--- config.mk ---
export PLATFORM = sky130hd
export DESIGN_NAME = fir_driver
export DESIGN_NICKNAME = d
export VERILOG_FILES = /design/src/rtl/fir_pkg.sv /design/src/rtl/fir_res_fifo.sv /design/src/rtl/fir_driver.sv
export SDC_FILE = /design/constraint.sdc
export NUM_CORES = 1
export LEC_CHECK = 0
export ABC_CLOCK_PERIOD_IN_PS = 4050
export CORE_MARGIN = 2
export CORE_UTILIZATION = 52
export DETAILED_ROUTE_END_ITERATION = 16
export PLACE_DENSITY_LB_ADDON = 0.1
export SETUP_SLACK_MARGIN = 0.4
export SLEW_MARGIN = 30
export SYNTH_ARGS = -nofsm -noshare
export SYNTH_HDL_FRONTEND = slang
export SYNTH_SLANG_ARGS = --single-unit
--- constraint.sdc ---
create_clock -name clk -period 4.05 [get_ports clk]
set_input_delay 0.81 -clock clk [delete_from_list [all_inputs] [get_ports clk]]
set_output_delay 0.81 -clock clk [all_outputs]
set_load 0.02 [all_outputs]
--- src/rtl/fir_pkg.sv ---
// Shared definitions for the FIR driver and its accelerator: default sizes and
// the driver state encoding.
package fir_pkg;
    localparam int FIR_DATA_WIDTH = 16;
    localparam int FIR_NUM_REGS   = 8;
    localparam int FIR_RES_DEPTH  = 4;

    typedef enum logic [1:0] {
        IDLE  = 2'd0,
        RUN   = 2'd1,
        DRAIN = 2'd2
    } state_t;
endpackage

--- src/rtl/fir_res_fifo.sv ---
// Small result FIFO with occupancy count; the read port shows zero while empty.
module fir_res_fifo #(
    parameter int WIDTH = 16,
    parameter int DEPTH = 4,
    localparam int CW = $clog2(DEPTH + 1),
    localparam int AW = $clog2(DEPTH)
) (
    input  logic             clk,
    input  logic             rst_n,
    input  logic             push,
    input  logic [WIDTH-1:0] wdata,
    input  logic             pop,
    output logic [WIDTH-1:0] rdata,
    output logic             empty,
    output logic [CW-1:0]    count
);
    logic [WIDTH-1:0] mem [DEPTH];
    logic [AW-1:0]    rd_ptr, wr_ptr;
    logic             full, push_ok, pop_ok;

    function automatic logic [AW-1:0] bump(input logic [AW-1:0] p);
        return (int'(p) == DEPTH - 1) ? '0 : p + AW'(1);
    endfunction

    assign empty   = (count == '0);
    assign full    = (int'(count) == DEPTH);
    // A push into a full FIFO is only taken when the head leaves in the same cycle.
    assign push_ok = push && (!full || pop);
    assign pop_ok  = pop && !empty;
    assign rdata   = empty ? '0 : mem[rd_ptr];

    always_ff @(posedge clk) begin
        if (push_ok) mem[wr_ptr] <= wdata;
    end

    always_ff @(posedge clk) begin
        if (!rst_n) begin
            rd_ptr <= '0;
            wr_ptr <= '0;
            count  <= '0;
        end else begin
            if (push_ok) wr_ptr <= bump(wr_ptr);
            if (pop_ok)  rd_ptr <= bump(rd_ptr);
            case ({push_ok, pop_ok})
                2'b10:   count <= count + CW'(1);
                2'b01:   count <= count - CW'(1);
                default: count <= count;
            endcase
        end
    end
endmodule

--- src/rtl/fir_driver.sv ---
// Feeds a sample stream into the FIR accelerator, tracks outstanding results
// with a credit scheme and buffers returned results in a FIFO.
module fir_driver
    import fir_pkg::*;
#(
    parameter int DATA_WIDTH = FIR_DATA_WIDTH,
    parameter int NUM_REGS   = FIR_NUM_REGS,
    parameter int RES_DEPTH  = FIR_RES_DEPTH,
    localparam int AW = $clog2(NUM_REGS),
    localparam int CW = $clog2(RES_DEPTH + 1)
) (
    input  logic                                 clk,
    input  logic                                 rstN,
    input  logic                                 coefWrEn,
    input  logic [AW-1:0]                        coefAddr,
    input  logic [DATA_WIDTH-1:0]                coefData,
    input  logic                                 start,
    input  logic                                 stop,
    input  logic                                 sampleValid,
    input  logic [DATA_WIDTH-1:0]                sampleData,
    output logic                                 sampleReady,
    output logic [DATA_WIDTH-1:0]                rawSensorVal,
    output logic [NUM_REGS-1:0][DATA_WIDTH-1:0]  coefs,
    output logic                                 accelerateEn,
    input  logic [DATA_WIDTH-1:0]                macResult,
    input  logic                                 resultIsValid,
    output logic                                 resValid,
    output logic [DATA_WIDTH-1:0]                resData,
    input  logic                                 resReady,
    output logic                                 busy,
    output logic                                 err
);
    state_t        state;
    logic [CW-1:0] in_flight, fifo_count;
    logic [31:0]   addr_ext;
    logic          accept, counted, stray, coef_ok, coef_bad, fifo_empty;

    assign addr_ext = 32'(coefAddr);
    assign coef_ok  = coefWrEn && (state == IDLE) && (addr_ext < 32'(NUM_REGS));
    assign coef_bad = coefWrEn && !coef_ok;

    // Credits cover both queued results and those still inside the accelerator,
    // so every accepted sample is guaranteed a FIFO slot.
    assign sampleReady = (state == RUN) && (int'(fifo_count) + int'(in_flight) < RES_DEPTH);
    assign accept      = sampleValid && sampleReady;
    assign counted     = resultIsValid && (in_flight != '0);
    assign stray       = resultIsValid && (in_flight == '0);

    assign busy     = (state != IDLE);
    assign resValid = !fifo_empty;

    always_ff @(posedge clk) begin
        if (!rstN) begin
            state        <= IDLE;
            coefs        <= '0;
            rawSensorVal <= '0;
            accelerateEn <= 1'b0;
            in_flight    <= '0;
            err          <= 1'b0;
        end else begin
            case (state)
                IDLE:    if (start) state <= RUN;
                RUN:     if (stop) state <= DRAIN;
                DRAIN:   if (in_flight == '0) state <= IDLE;
                default: state <= IDLE;
            endcase

            if (coef_ok) coefs[coefAddr] <= coefData;

            // Idle cycles still clock a zero through the filter history.
            rawSensorVal <= accept ? sampleData : '0;
            accelerateEn <= accept;

            case ({accept, counted})
                2'b10:   in_flight <= in_flight + CW'(1);
                2'b01:   in_flight <= in_flight - CW'(1);
                default: in_flight <= in_flight;
            endcase

            if (start && state == IDLE) err <= 1'b0;
            else if (coef_bad || stray)  err <= 1'b1;
        end
    end

    fir_res_fifo #(
        .WIDTH (DATA_WIDTH),
        .DEPTH (RES_DEPTH)
    ) u_res_fifo (
        .clk   (clk),
        .rst_n (rstN),
        .push  (counted),
        .wdata (macResult),
        .pop   (resValid && resReady),
        .rdata (resData),
        .empty (fifo_empty),
        .count (fifo_count)
    );
endmodule
==> impl_metrics.py <==
metrics = {
    "synth": {
        "synth_area_leaders": "dfxtp_1, edfxtp_1, a21oi_1",
        "synth_top_area_cell": "dfxtp_1",
        "yosysUniqueCellTypes": 37,
        "synthTopCellsByCount": "dfxtp_1, a21oi_1, o21ai_0",
        "synth-edff-count": 64,
        "ys_ff_latch": 224,
        "avgSynthCellArea_um2": 10.25,
        "synth.net_count": 911,
        "synth_top_area_share": 0.3717,
        "ys_seq_area_frac": 0.5947,
        "syn-cell-area_um2": 8618,
        "yosysWarningCount": 0,
        "ys.flop_type": "dfxtp_1",
        "postSynthCellCount": 841,
        "yosysMostFrequentCell": "dfxtp_1",
        "async_flop_share": 0,
    },
    "detailed_routing": {
        "dr.pass1.iters": 5,
        "drt_iter0_drc": 639,
        "routed-via-count": 7134,
        "ant_nets": 0,
        "vias_per_cell": 5.730,
        "wl_per_cell_um": 19.57,
        "wl_mm": 24.36,
        "post-route-drc-count": 0,
    },
    "cells_and_area": {
        "antennaDiodeCount": 0,
        "nets": 1078,
        "design_area_um2": 11700,
        "area_growth_pct": 35.70,
        "nFillCells": 1226,
        "drive_gt1_frac": 0.07610,
    },
    "clocking": {
        "post_cts_resized": 0,
        "cts_tree": "done",
        "insertion_delay_ns": 0.50,
        "hold_buffers": 0,
        "path_clk_slew_ns": 0.06,
        "cts_sinks": 224,
        "htreeDepth": 1,
        "cts-root-buf": "clkbuf_16",
        "cts_inserted_buffers": 23,
        "postCtsSetupRepairBufs": 0,
        "clockBufferDepth": 3,
    },
    "placed_design": {
        "dpl-instance-area_um2": 10890,
        "hpwl_mm": 14.74,
        "gp_congestion": 0.7918,
        "numPortBuffers": 223,
    },
    "floorplanning": {
        "num_rows": 47,
        "core_area_um2": 16410,
        "die_h_um": 132.7,
        "die_w_um": 132.7,
        "dieArea_um2": 17620,
        "design.portCount": 224,
        "start_util": 0.5253,
    },
    "hold_path": {
        "hold_path_depth": 2,
        "hold_end": "coefs[85]",
        "min_path_type": "reg2reg",
        "min_from": "coefs[85]",
    },
    "worst_setup_path": {
        "cp_data_arrival_time_ns": 2.67,
        "cp.required_ns": 3.24,
        "regToRegSetupSlack_ns": 1.34,
        "r2r_start": "u_res_fifo.count[2]",
        "crit_fanout": 6,
        "r2r-end": "in_flight[2]",
        "path_delay_family": "simple AND/OR/NAND/NOR gates",
        "cp_slowest_stage_delay_ns": 0.65,
        "crit_buf_inv": 1,
        "start_kind": "flip-flop",
        "cp_cell_sequence": "ha_1, or4b_4, nor3_1, clkdlybuf4s50_1",
        "worstSetupEndpointType": "output port",
        "slowest_stage": "clkdlybuf4s50_1",
        "path_class": "reg2out",
        "r2r_cells": 10,
    },
    "timing": {
        "worst_pin_slew_ns": 0.9528,
        "rsz0062_at_grt": "false",
        "timing.slew.headroom": 0.3632,
        "fin_crit_sh": 0.8581,
        "period_minus_slack_ns": 3.475,
        "slew_viol_final": 0,
        "fmax_mhz": 287.7,
        "setup_viol_count_final": 0,
        "clock_skew_ns": 0.007760,
        "setup_tns_ns": 0,
        "hold_violations": 0,
    },
    "global_routing": {
        "grt_pass1_wl_mm": 37.84,
        "grt_pass1_vias": 6690,
        "grt_max_degree": 83,
        "antenna_found_initial": 0,
        "track_usage": 0.2690,
        "overflow": 0,
    },
    "outcome": {
        "outcome": "complete, no violations",
    },
    "power": {
        "p_per_area_nw_per_um2": 484.4,
        "power.leakage_uw": 0.003823,
        "max-vdd-ir-drop_v": 0.0003336,
    },
    "run": {
        "max-cap-violations": 0,
    },
}
==> how the worst max path moves through the flow <==
stage,start,endpoint,slack (ns),cells after the start
floorplan,resReady,u_res_fifo.count[2],1.11,9
global placement,resReady,u_res_fifo.count[2],0.61,10
detailed placement,resReady,u_res_fifo.count[2],0.57,10
CTS,u_res_fifo.count[2],sampleReady,0.58,4
global route,u_res_fifo.count[2],sampleReady,0.44,4
finish,u_res_fifo.count[2],sampleReady,0.57,4
==> final cells by class <==
cell class,count,area [um^2],area share
inverters,13,51.30,0.004386
flip-flops and latches,224,5125,0.4382
repair buffers,235,2335,0.1996
well taps,220,275.3,0.02354
clock buffers,32,649.4,0.05553
clock inverters,10,155.1,0.01327
multi-input cells,511,3104,0.2654
==> tightest hold or removal path, stage by stage (launching register included) <==
cell and delay (ns):
dfxtp_1 0.30, o21ai_0 0.06, a21oi_1 0.06
==> metal layers <==
| layer | routed length [um] | global-route usage | up-vias |
|---|---|---|---|
| li1 | - | - | 3348 |
| met1 | 10210 | 0.3819 | 3421 |
| met2 | 11180 | 0.4062 | 318 |
| met3 | 2285 | 0.06973 | 47 |
| met4 | 687 | 0.08423 | 0 |
| met5 | 0 | 0 | - |
==> registers in the layout (all words and copies together), names as in the netlist, named ones only <==
register and cells:
coefs 128, rawSensorVal 16, state 2, u_res_fifo.rd_ptr 2, u_res_fifo.wr_ptr 2, u_res_fifo.mem 64, u_res_fifo.count 3, accelerateEn 1
in_flight 3, err 1
==> through the flow <==
step | power (uW) | setup slack (ns) | hold WS [ns] | cells | util
floorplan | 3099 | 1.108 | 0.4634 | 841 | -
global placement | 3468 | 0.6121 | 0.4588 | 1203 | 0.6634
detailed placement | 3479 | 0.5723 | 0.4655 | 1203 | 0.6636
CTS | 5699 | 0.5792 | 0.4737 | 1245 | 0.7127
global route | 5882 | 0.4393 | 0.4882 | 1245 | 0.7128
finish | 5666 | 0.5746 | 0.4736 | 1245 | 0.7128
==> layout by cell type, fill, tap and decap left out, types with 2 or more instances in the layout <==
master / instances
clkinv_1: 3
nor2b_2: 2
and2_1: 18
nand2b_1: 2
nand3_1: 129
mux2i_1: 2
and3_1: 5
or2_2: 2
edfxtp_1: 64
clkdlybuf4s50_1: 223
or3_1: 3
xor2_1: 4
o31ai_1: 3
clkbuf_1: 5
a21oi_1: 134
clkinvlp_4: 2
nor2_1: 10
bufinv_16: 4
or4b_4: 2
mux4_2: 16
ha_1: 9
dfxtp_1: 160
buf_4: 11
nand2_1: 7
nor2b_1: 16
fa_1: 2
nor3_1: 3
clkbuf_8: 4
o21ai_0: 130
clkbuf_16: 23
inv_1: 12
==> report_power, final <==
part           total (uW)  internal, uW  switching [uW]
Clock                2230          1370             855
Sequential           2480          2420            59.7
Combinational         954           419             535
Total                5670          4220            1450
==> cells by family after synthesis <==
group           Yosys count  share of synthesized area
buf+inv                 106                    0.04863
fa+ha+maj                11                    0.01771
mux                      19                    0.04544
xor+xnor                  4                   0.004065
flops                   224                     0.5947
simple gates            208                     0.1315
compound gates          269                     0.1580
(Power assumes the default switching activity.)
